===== src/rtl/uart_receiver.sv =====
`default_nettype none
// ============================================================================
// Module   : uart_receiver
// Brief    : 16x-oversampled UART receiver; even parity when UART_RX_PARITY_EN is defined.
// Revision : 1.0
// ============================================================================
module uart_receiver #(
   parameter int DATA_BITS  = 8,
   parameter int OVERSAMPLE = 16
) (
   input  logic                 clk,
   input  logic                 reset,
   input  logic                 Rx_EN,
   input  logic                 RxD,
   input  logic                 Rx_sample_ENABLE,
   output logic [DATA_BITS-1:0] Rx_DATA,
   output logic                 Rx_VALID,
   output logic                 Rx_FERROR,
   output logic                 Rx_PERROR
);
   localparam int c_CNT_W = $clog2(OVERSAMPLE);
   localparam int c_IDX_W = $clog2(DATA_BITS + 1);
   localparam logic [c_CNT_W-1:0] c_MID      = c_CNT_W'(OVERSAMPLE / 2 - 1);
   localparam logic [c_CNT_W-1:0] c_LAST     = c_CNT_W'(OVERSAMPLE - 1);
   localparam logic [c_IDX_W-1:0] c_LAST_BIT = c_IDX_W'(DATA_BITS - 1);

   localparam logic [2:0] c_IDLE   = 3'd0;
   localparam logic [2:0] c_START  = 3'd1;
   localparam logic [2:0] c_DATA   = 3'd2;
`ifdef UART_RX_PARITY_EN
   localparam logic [2:0] c_PARITY = 3'd3;
`endif
   localparam logic [2:0] c_STOP   = 3'd4;

   logic                 r_rxd_meta, r_rxd_s;
   logic [2:0]           r_state, w_state_next;
   logic [c_CNT_W-1:0]   r_cnt;
   logic [c_IDX_W-1:0]   r_idx;
   logic [DATA_BITS-1:0] r_shift, r_data;
   logic                 r_valid, r_ferr;
   logic                 w_mid_tick, w_bit_tick;
   logic                 w_start_det, w_start_ok, w_shift_en, w_stop_ok, w_stop_bad;
`ifdef UART_RX_PARITY_EN
   logic                 r_perr, r_perr_pend, w_par_chk;
`endif

   assign w_mid_tick = Rx_sample_ENABLE && (r_cnt == c_MID);
   assign w_bit_tick = Rx_sample_ENABLE && (r_cnt == c_LAST);

   always_ff @(posedge clk) begin
      if (reset) begin
         r_rxd_meta <= 1'b1;
         r_rxd_s    <= 1'b1;
         r_state    <= c_IDLE;
      end else begin
         r_rxd_meta <= RxD;
         r_rxd_s    <= r_rxd_meta;
         r_state    <= w_state_next;
      end
   end

   always_comb begin
      w_state_next = r_state;
      if (!Rx_EN) begin
         w_state_next = c_IDLE;
      end else begin
         case (r_state)
            c_IDLE:   if (Rx_sample_ENABLE && !r_rxd_s) w_state_next = c_START;
            c_START:  if (w_mid_tick) w_state_next = r_rxd_s ? c_IDLE : c_DATA;
            c_DATA:   if (w_bit_tick && (r_idx == c_LAST_BIT))
`ifdef UART_RX_PARITY_EN
                         w_state_next = c_PARITY;
            c_PARITY: if (w_bit_tick) w_state_next = c_STOP;
`else
                         w_state_next = c_STOP;
`endif
            c_STOP:   if (w_bit_tick) w_state_next = c_IDLE;
            default:  w_state_next = c_IDLE;
         endcase
      end
   end

   always_comb begin
      w_start_det = 1'b0;
      w_start_ok  = 1'b0;
      w_shift_en  = 1'b0;
      w_stop_ok   = 1'b0;
      w_stop_bad  = 1'b0;
`ifdef UART_RX_PARITY_EN
      w_par_chk   = 1'b0;
`endif
      if (Rx_EN) begin
         case (r_state)
            c_IDLE:   w_start_det = Rx_sample_ENABLE && !r_rxd_s;
            c_START:  w_start_ok  = w_mid_tick && !r_rxd_s;
            c_DATA:   w_shift_en  = w_bit_tick;
`ifdef UART_RX_PARITY_EN
            c_PARITY: w_par_chk   = w_bit_tick;
`endif
            c_STOP: begin
               w_stop_ok  = w_bit_tick && r_rxd_s;
               w_stop_bad = w_bit_tick && !r_rxd_s;
            end
            default: ;
         endcase
      end
   end

   always_ff @(posedge clk) begin
      if (reset) begin
         r_cnt       <= '0;
         r_idx       <= '0;
         r_shift     <= '0;
         r_data      <= '0;
         r_valid     <= 1'b0;
         r_ferr      <= 1'b0;
`ifdef UART_RX_PARITY_EN
         r_perr      <= 1'b0;
         r_perr_pend <= 1'b0;
`endif
      end else begin
         r_valid <= 1'b0;
         // The counter only runs inside a frame so every start bit sees the same phase.
         if (!Rx_EN || w_start_det || w_start_ok)
            r_cnt <= '0;
         else if ((r_state != c_IDLE) && Rx_sample_ENABLE)
            r_cnt <= (r_cnt == c_LAST) ? '0 : r_cnt + 1'b1;
         if (w_start_ok)
            r_idx <= '0;
         else if (w_shift_en)
            r_idx <= r_idx + 1'b1;
         if (w_shift_en)
            r_shift <= {r_rxd_s, r_shift[DATA_BITS-1:1]};
         if (w_start_det) begin
            r_ferr      <= 1'b0;
`ifdef UART_RX_PARITY_EN
            r_perr      <= 1'b0;
            r_perr_pend <= 1'b0;
`endif
         end
`ifdef UART_RX_PARITY_EN
         if (w_par_chk && (r_rxd_s != ^r_shift))
            r_perr_pend <= 1'b1;
`endif
         if (w_stop_ok) begin
            r_data <= r_shift;
`ifdef UART_RX_PARITY_EN
            if (r_perr_pend)
               r_perr  <= 1'b1;
            else
               r_valid <= 1'b1;
`else
            r_valid <= 1'b1;
`endif
         end
         if (w_stop_bad)
            r_ferr <= 1'b1;
      end
   end

   assign Rx_DATA   = r_data;
   assign Rx_VALID  = r_valid;
   assign Rx_FERROR = r_ferr;
`ifdef UART_RX_PARITY_EN
   assign Rx_PERROR = r_perr;
`else
   assign Rx_PERROR = 1'b0;
`endif

endmodule
`default_nettype wire


===== config.mk =====
export PLATFORM = sky130hd
export DESIGN_NAME = uart_receiver
export DESIGN_NICKNAME = d
export VERILOG_FILES = /design/src/rtl/uart_receiver.sv
export SDC_FILE = /design/constraint.sdc
export NUM_CORES = 1
export LEC_CHECK = 0
export ABC_AREA = 1
export BUFFER_PORTS_ARGS = -buffer_cell sky130_fd_sc_hd__buf_2
export CAP_MARGIN = 25
export CORE_ASPECT_RATIO = 0.6
export CORE_MARGIN = 3
export CORE_UTILIZATION = 50
export CTS_CLUSTER_SIZE = 28
export DETAILED_ROUTE_END_ITERATION = 16
export GPL_ROUTABILITY_DRIVEN = 0
export PLACE_DENSITY = 0.73
export SYNTH_ARGS = -nofsm -noshare
export SYNTH_HDL_FRONTEND = slang
export SYNTH_SLANG_ARGS = --single-unit

===== constraint.sdc =====
create_clock -name clk -period 1.4 [get_ports clk]
set_clock_uncertainty 0.1 [all_clocks]
set_input_delay 0.07 -clock clk [delete_from_list [all_inputs] [get_ports clk]]
set_output_delay 0.07 -clock clk [all_outputs]
set_load 0.01 [all_outputs]

Word-level counts from Yosys, hierarchy flattened --
Cells that the tools add are included.
Operators by class: eq/ne operators 10, mux-type cells 20, $add $sub $neg 2, reduce and logical (&&, ||, !) cells 19, bitwise logic cells 1
Operators with widths (count):
- 1-bit two-way mux | 13
- 3-bit two-way mux | 4
- 3-bit case mux with 4 select lines | 1
- 4-bit by 1-bit adder with 4-bit output, second input constant | 2
- 4-bit by 3-bit == test with 1-bit output, second input constant | 2
- 1-bit logical AND | 8
- 2-bit inequality test, second input constant | 4
- 2-bit OR reduction | 3
- 4-bit == test, second input constant | 1
- 4-bit two-way mux | 1
- 4-bit AND reduction | 1
- 3-bit by 1-bit == test with 1-bit output, second input constant | 1
- 3-bit by 2-bit == test with 1-bit output, second input constant | 1
- 3-bit == test, second input constant | 1
- 3-bit zero test | 1
- 3-bit nonzero test | 1
- 1-bit zero test | 2
- 1-bit logical OR | 2
- 2-bit two-way mux | 1
- 2-bit nonzero test | 1
- 1-bit inverter | 1
Storage, ports and cells: bits of input ports 5, output and inout bits 11, flip-flop bits (word level) 31

Logic depth before layout (Yosys ltp) --
Gate-level depths: netlist of run 1.
word-level depth 7, mapped depth 10, gate-level depth less buffers 10

Least setup slack after synthesis of run 1 --
No wires, ideal clock.
path type register to register, start register r_cnt[0], end register r_shift[1], setup slack -0.018 ns, buffers on the path 1, arrival 1.185 ns, cell stages (with the launch flop) 10, cell sequence dfxtp_1 > ha_1 > nand2_1 > inv_2 > nand3_2 > nor2_4 > nand2_2 > buf_2 > nand2_1 > a21oi_1
On the way: word-level cells in the longest chain between the ends 4
Ends and longest elaborated chain:
- from (decl) | line 37 | logic [c_CNT_W-1:0] r_cnt;
- from (signal assigned) | line 127 | r_cnt <= (r_cnt == c_LAST) ? '0 : r_cnt + 1'b1;
- 4-bit == test | line 48 | assign w_bit_tick = Rx_sample_ENABLE && (r_cnt == c_LAST);
- 1-bit logical AND | line 48
- 1-bit two-way mux | line 93 | case (r_state)
- 1-bit two-way mux | line 92 | if (Rx_EN) begin
- to (signal assigned) | line 133 | r_shift <= {r_rxd_s, r_shift[DATA_BITS-1:1]};
- to (decl) | line 39 | logic [DATA_BITS-1:0] r_shift, r_data;
Every way passes these cells. A chain may end at the register's enable or synchronous reset.

Worst setup path in the final report of run 1 --
start register r_cnt[1], end register r_shift[2]
The elaborated chain is that of the path after synthesis.

==> results of run 1 <==
path summary, 6_finish.rpt:
check,cells after the start,slack [ns],end,startpoint
worst max-delay path,9,-0.21,r_shift[2],r_cnt[1]
worst max register to register,9,-0.21,r_shift[2],r_cnt[1]
worst min-delay path,5,0.15,r_state[2],Rx_EN
worst min register to register,1,0.34,r_rxd_s,r_rxd_meta
cell families (layout without fill, tap and decap cells):
group,after synthesis,in the layout,synth area share (%)
xor gates and xnor gates,4,4,2.66
AOI/OAI and AO/OA,38,38,14.6
other,1,1,0.285
DFF,31,31,47.1
adders and majority gates,2,2,1.90
buffers and inverters,20,60,6.94
and+or+nand+nor,82,82,26.4
final cells by class:
type,instances,area (µm²),area share (%)
repair buffers,36,264,14.3
inverters,15,58.8,3.18
clock buffers,8,100,5.41
flip-flops and latches,31,626,33.8
multi-input cells,127,756,40.9
well taps,30,37.5,2.03
repair inverters,1,7.51,0.406
synth_stat cells:
| cell | n | area [µm²] |
|---|---|---|
| buf_2 | 1 | 5.00 |
| dfxtp_1 | 31 | 621 |
| nand4_1 | 1 | 6.26 |
| nand2_2 | 1 | 6.26 |
| nor2_1 | 25 | 93.8 |
| clkbuf_1 | 1 | 3.75 |
| buf_4 | 2 | 15.0 |
| nand2_1 | 43 | 161 |
| ha_1 | 2 | 25.0 |
| o21ai_1 | 2 | 10.0 |
| xor2_1 | 4 | 35.0 |
| conb_1 | 1 | 3.75 |
| nand3_2 | 1 | 10.0 |
| o21ai_0 | 9 | 45.0 |
| inv_1 | 13 | 48.8 |
| buf_6 | 1 | 11.3 |
| nor2_4 | 2 | 22.5 |
| nand3_1 | 7 | 35.0 |
| a21oi_1 | 26 | 130 |
| or2_2 | 2 | 12.5 |
| o211ai_1 | 1 | 7.51 |
| inv_2 | 2 | 7.51 |
what timing repair did:
item,in CTS,in global routing
gates cloned,1,0
gates resized for setup,24,23
setup buffers,4,1
hold buffers,2,0
endpoints found under the setup margin,22,27
pin swaps,9,5
endpoints found under the hold margin,2,0
worst min-delay path: stages:
cell	delay (ns)
buf_2	0.10
inv_1	0.15
nor2_1	0.08
nand2_1	0.07
nor2_1	0.03
stage by stage:
step                instance area (µm²)  hold WS, ns
floorplan                          1340       0.0738
global route                       1850        0.168
detailed placement                 1520        0.173
global placement                   1520        0.157
finish                             1850        0.149
CTS                                1750        0.119
registers in the layout (all words and copies together) (netlist names):
| signal | count |
|---|---|
| r_state | 3 |
| r_rxd_s | 1 |
| r_idx | 4 |
| Rx_FERROR | 1 |
| Rx_VALID | 1 |
| Rx_DATA | 8 |
| r_shift | 8 |
| r_rxd_meta | 1 |
| r_cnt | 4 |
power by group through the flow:
stage	registers [mW]	logic (mW)	clock network [mW]
final	0.888	0.0854	0.785
after global routing	0.888	0.0942	0.829
after CTS	0.888	0.0775	0.786
after detailed placement	0.909	0.0673	0
after global placement	0.909	0.0653	0
after floorplan	0.908	0.0431	0
per-layer routing:
layer / vias to the layer above / track usage, % / part of all wire [%]
li1: 649 / - / -
met1: 608 / 30.7 / 45
met2: 59 / 37.6 / 45
met3: 15 / 6.61 / 6.8
met4: 0 / 10.1 / 3.0
met5: - / 0 / 0
cell usage in the layout (no fill, tap or decap):
cell type and instances:
a21oi_1 16, a21oi_2 10, buf_12 1, buf_2 14, buf_4 17, buf_6 1, buf_8 1, clkbuf_1 1
clkbuf_8 7, clkinvlp_4 1, conb_1 1, dfxtp_1 29, dfxtp_2 1, dfxtp_4 1, dlygate4sd3_1 2, ha_1 1
ha_4 1, inv_1 13, inv_2 1, inv_4 1, nand2_1 27, nand2_2 13, nand2_4 4, nand3_1 5
nand3_2 2, nand3_4 1, nand4_1 1, nor2_1 23, nor2_2 2, nor2_4 2, o211ai_1 1, o21ai_0 5
o21ai_1 3, o21ai_2 3, or2_2 2, xor2_1 3, xor2_2 1
==> impl_metrics.toml, run 1 <==
[floorplan]
ioPinCount = 16
die_h_um = 45.7
die-area_um2 = 3300
initial_core_util_pct = 56.6
num_rows = 13
coreArea_um2 = 2330
dieWidth_um = 72.2

[setup_path]
crit_fanout = 5
cp.arrival_ns = 1.71
crit_type = "flop to flop"
worstPathRequired_ns = 1.50
critPathCaptureType = "flop"
startpoint_type = "flop"
slowest_stage = "dfxtp_2"
path_buf_inv = 2
cp_cell_sequence = "ha_4, nand2_2, inv_2, nand3_4, nor2_4, nand2_4, clkinvlp_4, nand2_1, a21oi_1"
critPathMaxStageDelay_ns = 0.36
critPathTopFamily = "simple AND/OR/NAND/NOR gates"

[timing]
fin_crit_ns = 1.61
setup_ws_ns = -0.206
rsz0062_at_grt = "true"
setup_violations = 24
max_clock_freq_ghz = 0.623
tns_ns = -2.58
drv_slew = 0
post-route-period-util_pct = 115
hold_viol = 0

[pwr]
clock_power_share_pct = 44.6
seq_power_share_pct = 50.5
ir_drop_uv = 560
p_int_mw = 1.36
total_power_mw = 1.76
power_density_nw_per_um2 = 951
p_sw_mw = 0.395
p_leak_nw = 0.783
comb_power_share_pct = 4.9
swShare_pct = 22.5

[placement]
io_buffer_count = 14
hpwl_mm = 2.37
post-place-ws_ns = -0.175
placedCellCount = 232

[global_routing]
grt_max_degree = 12
antenna_found_initial = 0
grt_overflow = 0
first_global_vias = 1202
grt_pass1_wl_mm = 5.68
grt_use_total_pct = 23.7

[route]
first_pass_iters = 4
vias = 1331
ant_nets = 0
drc_errors = 0
drt_iter0_markers = 115
wl_per_cell_um = 15.2
routed_wl_mm = 3.77
via_per_inst = 5.37

[final_layout]
nets = 224
drive_above_1_share_pct = 39.9
n_antenna_cell = 0
final_util_pct = 79.5
area_growth_pct = 40.5
fin_cells = 248
num-fill-cells = 156

[worst_hold_path]
min_path_type = "primary input to flop"

[clock_tree]
cts_root_buffer = "clkbuf_8"
cts.sinks = 31
cts_htree_levels = 2
cts_buffers = 5
path_clk_slew_ns = 0.06
cts_tree = "built"
clk_path_buf_depth = 2
clk_latency_ns = 0.29

[synthesis]
ys_seq_area_share_pct = 47.1
yosys_register_bits = 31
synthDistinctLibCells = 22
syn_nets = 185
syn_avg_cell_area_um2 = 7.39
syn_inst = 178
netlist_area_um2 = 1320
yosys_warnings = 0

[flow_run]
max-cap-violations = 0

[run_status]
status = "complete, but fails checks"
violations = "setup timing"
No activity file was read; power rests on OpenSTA's default activity.
==> run 2, diff against run 1 <==
--- a/config.mk
+++ b/config.mk
@@ -5,7 +5,6 @@
 export SDC_FILE = /design/constraint.sdc
 export NUM_CORES = 1
 export LEC_CHECK = 0
-export ABC_AREA = 1
 export BUFFER_PORTS_ARGS = -buffer_cell sky130_fd_sc_hd__buf_2
 export CAP_MARGIN = 25
 export CORE_ASPECT_RATIO = 0.6
==> run 2 against run 1 <==
Compared with the run above:
- the run still ends with setup timing left
- clock power is 15% lower
- critical path depth is 4 lower
- sequential power hardly changed
- first-iteration DRC count is 25% lower
- sequential share of layout area is 3.5 points higher
- combinational power is 33% lower
- worst hold slack worse by 0.14 ns
- flip-flop and latch count stayed put
- largest cell class unchanged
==> impl_metrics.toml, run 2 <==
[run_status]
status = "complete, but fails checks"
violations = "setup timing"

[synthesis]
synth-async-reset-ratio_pct = 0
synthDistinctLibCells = 33
syn_nets = 145
yosys_register_bits = 31
synth.top_cell.area_share_pct = 48.2
yosys_warnings = 0
synth_top_cell_by_area = "dfxtp_1"
syn_avg_cell_area_um2 = 9.32
synth_edf_count = 0
synth_commonest_cells = "dfxtp_1 (31), nor2_1 (30), mux2i_1 (18), a21oi_1 (5)"
synthFlopType = "dfxtp_1"
netlist_area_um2 = 1290
syn_inst = 138
netlist_top_cells_area = "dfxtp_1 (48%), mux2i_1 (14%), nor2_1 (8.8%), a21oi_1 (1.9%), ha_1 (1.9%)"
synth_most_common_cell = "dfxtp_1"
ys_seq_area_share_pct = 48.2

[route]
wl_per_cell_um = 13.2
via_per_inst = 5.13
drt_iter0_markers = 86
vias = 1047
drc_errors = 0
ant_nets = 0
first_pass_iters = 4
routed_wl_mm = 2.68

[setup_path]
startpoint_type = "flop"
critPathTopFamily = "simple AND/OR/NAND/NOR gates"
path_buf_inv = 0
cp_cell_sequence = "ha_4, and4_4, nor3b_4, or3b_1, a2111oi_2"
cp.arrival_ns = 1.72
critPathCaptureType = "flop"
worstPathRequired_ns = 1.48
slowest_stage = "or3b_1"
crit_fanout = 2
critPathMaxStageDelay_ns = 0.37
crit_type = "flop to flop"

[floorplan]
dieWidth_um = 71.5
num_rows = 13
die_h_um = 45.3
initial_core_util_pct = 56.1
coreArea_um2 = 2290
die-area_um2 = 3240
ioPinCount = 16

[final_layout]
drive_above_1_share_pct = 31.0
area_growth_pct = 29.8
num-fill-cells = 162
n_antenna_cell = 0
final_common_cell = "nor2_1"
fin_cells = 204
final_cell_mix = "nor2_1 (30), dfxtp_1 (29), buf_4 (19)"
nets = 180
register_area_um2 = 623
multi_input_area_um2 = 667

[global_routing]
grt_pass1_wl_mm = 4.60
antenna_found_initial = 0
grt_overflow = 0
first_global_vias = 1021
grt_use_total_pct = 19.3
grt_max_degree = 21

[placement]
placedCellCount = 194
post-place-ws_ns = -0.328
hpwl_mm = 1.98
io_buffer_count = 14

[clock_tree]
path_clk_slew_ns = 0.06
clk_path_buf_depth = 2
clk_latency_ns = 0.28
cts_buffers = 5
cts_htree_levels = 2
cts_root_buffer = "clkbuf_8"
cts.sinks = 31
cts_tree = "built"

[timing]
setup_ws_ns = -0.245
drv_slew = 0
fin_crit_ns = 1.64
post-route-period-util_pct = 117
rsz0062_at_grt = "true"
setup_violations = 26
max_clock_freq_ghz = 0.608
hold_viol = 0

[worst_hold_path]
min_path_type = "primary input to flop"

[pwr]
ir_drop_uv = 562
power_density_nw_per_um2 = 968
p_leak_nw = 0.805

[flow_run]
max-cap-violations = 0
[run 2: cell types whose count changed after synthesis, moves of 3 or more]
| cell | delta |
|---|---|
| nand4_1 | +3 |
| o21ai_0 | -6 |
| nor2_1 | +5 |
| inv_1 | -10 |
| nor3_1 | +4 |
| a21oi_1 | -21 |
| nand3_1 | -4 |
| mux2i_1 | +18 |
| nor2b_1 | +3 |
| nand2_1 | -39 |
[run 2: worst min-delay path, cell delays in order]
cell and delay [ns]:
buf_2 0.08, inv_1 0.07, o31ai_4 0.09, a21oi_2 0.03
[run 2: kinds of logic (layout without fill, tap and decap cells)]
| group | count (synthesis) | after routing | synth area share [%] |
|---|---|---|---|
| adder cells (fa/ha/maj) | 2 | 2 | 1.95 |
| flip-flops | 31 | 31 | 48.2 |
| AO/OA/AOI/OAI | 15 | 15 | 7.98 |
| multiplexers | 18 | 18 | 14.0 |
| AND/OR/NAND/NOR | 57 | 57 | 21.0 |
| XOR/XNOR | 3 | 3 | 2.04 |
| buffers and inverters | 11 | 47 | 4.47 |
| other | 1 | 1 | 0.292 |
[run 2: metrics by stage]
step	setup TNS, ns	hold slack [ns]	utilization [%]	total power [mW]	instance area, µm²
final	-2.76	0.00873	72.8	1.61	1670
after global routing	-5.08	0.0387	72.8	1.68	1670
after CTS	-2.71	0.00710	72.6	1.62	1670
after detailed placement	-3.80	0.154	66.5	0.958	1530
after global placement	-3.18	0.153	66.5	0.957	1530
after floorplan	-2.03	0.0738	-	0.937	1330
[run 2: layout make-up]
type / count / share of cell area [%]
multi-input cells: 96 / 40.0
repair buffers: 36 / 14.7
clock buffers: 6 / 4.35
flip-flops and latches: 31 / 37.3
clock inverters: 2 / 0.750
inverters: 3 / 0.675
well taps: 30 / 2.25
[run 2: routing by layer]
| layer | global-route usage (%) | wire length [µm] | vias up |
|---|---|---|---|
| met5 | 0 | 0 | - |
| met4 | 7.87 | 8 | 0 |
| met3 | 6.67 | 149 | 2 |
| met2 | 31.0 | 1250 | 24 |
| met1 | 24.1 | 1280 | 474 |
| li1 | - | - | 547 |
[run 2: worst paths after layout]
kind / startpoint / depth (start not counted) / end / slack, ns
hold / removal: reset / 4 / r_idx[3] / 0.009
setup reg to reg: r_cnt[1] / 5 / r_state[1] / -0.24
setup / recovery: r_cnt[1] / 5 / r_state[1] / -0.24
hold reg to reg: r_rxd_meta / 1 / r_rxd_s / 0.31
[run 2: timing repair]
action,CTS,global route
pin swaps,6,5
resized for setup,8,1
buffers inserted,1,0
endpoints found under the hold margin,1,0
endpoints found under the setup margin,27,27
cloned,0,0
hold buffers,1,0
[run 2: where the power goes]
part	total (mW)	internal [mW]	switching [mW]	leakage (nW)
sequential	0.887	0.885	0.00239	0.251
combinational	0.0569	0.0244	0.0325	0.512
clock	0.671	0.346	0.324	0.0412
total	1.61	1.26	0.359	0.805
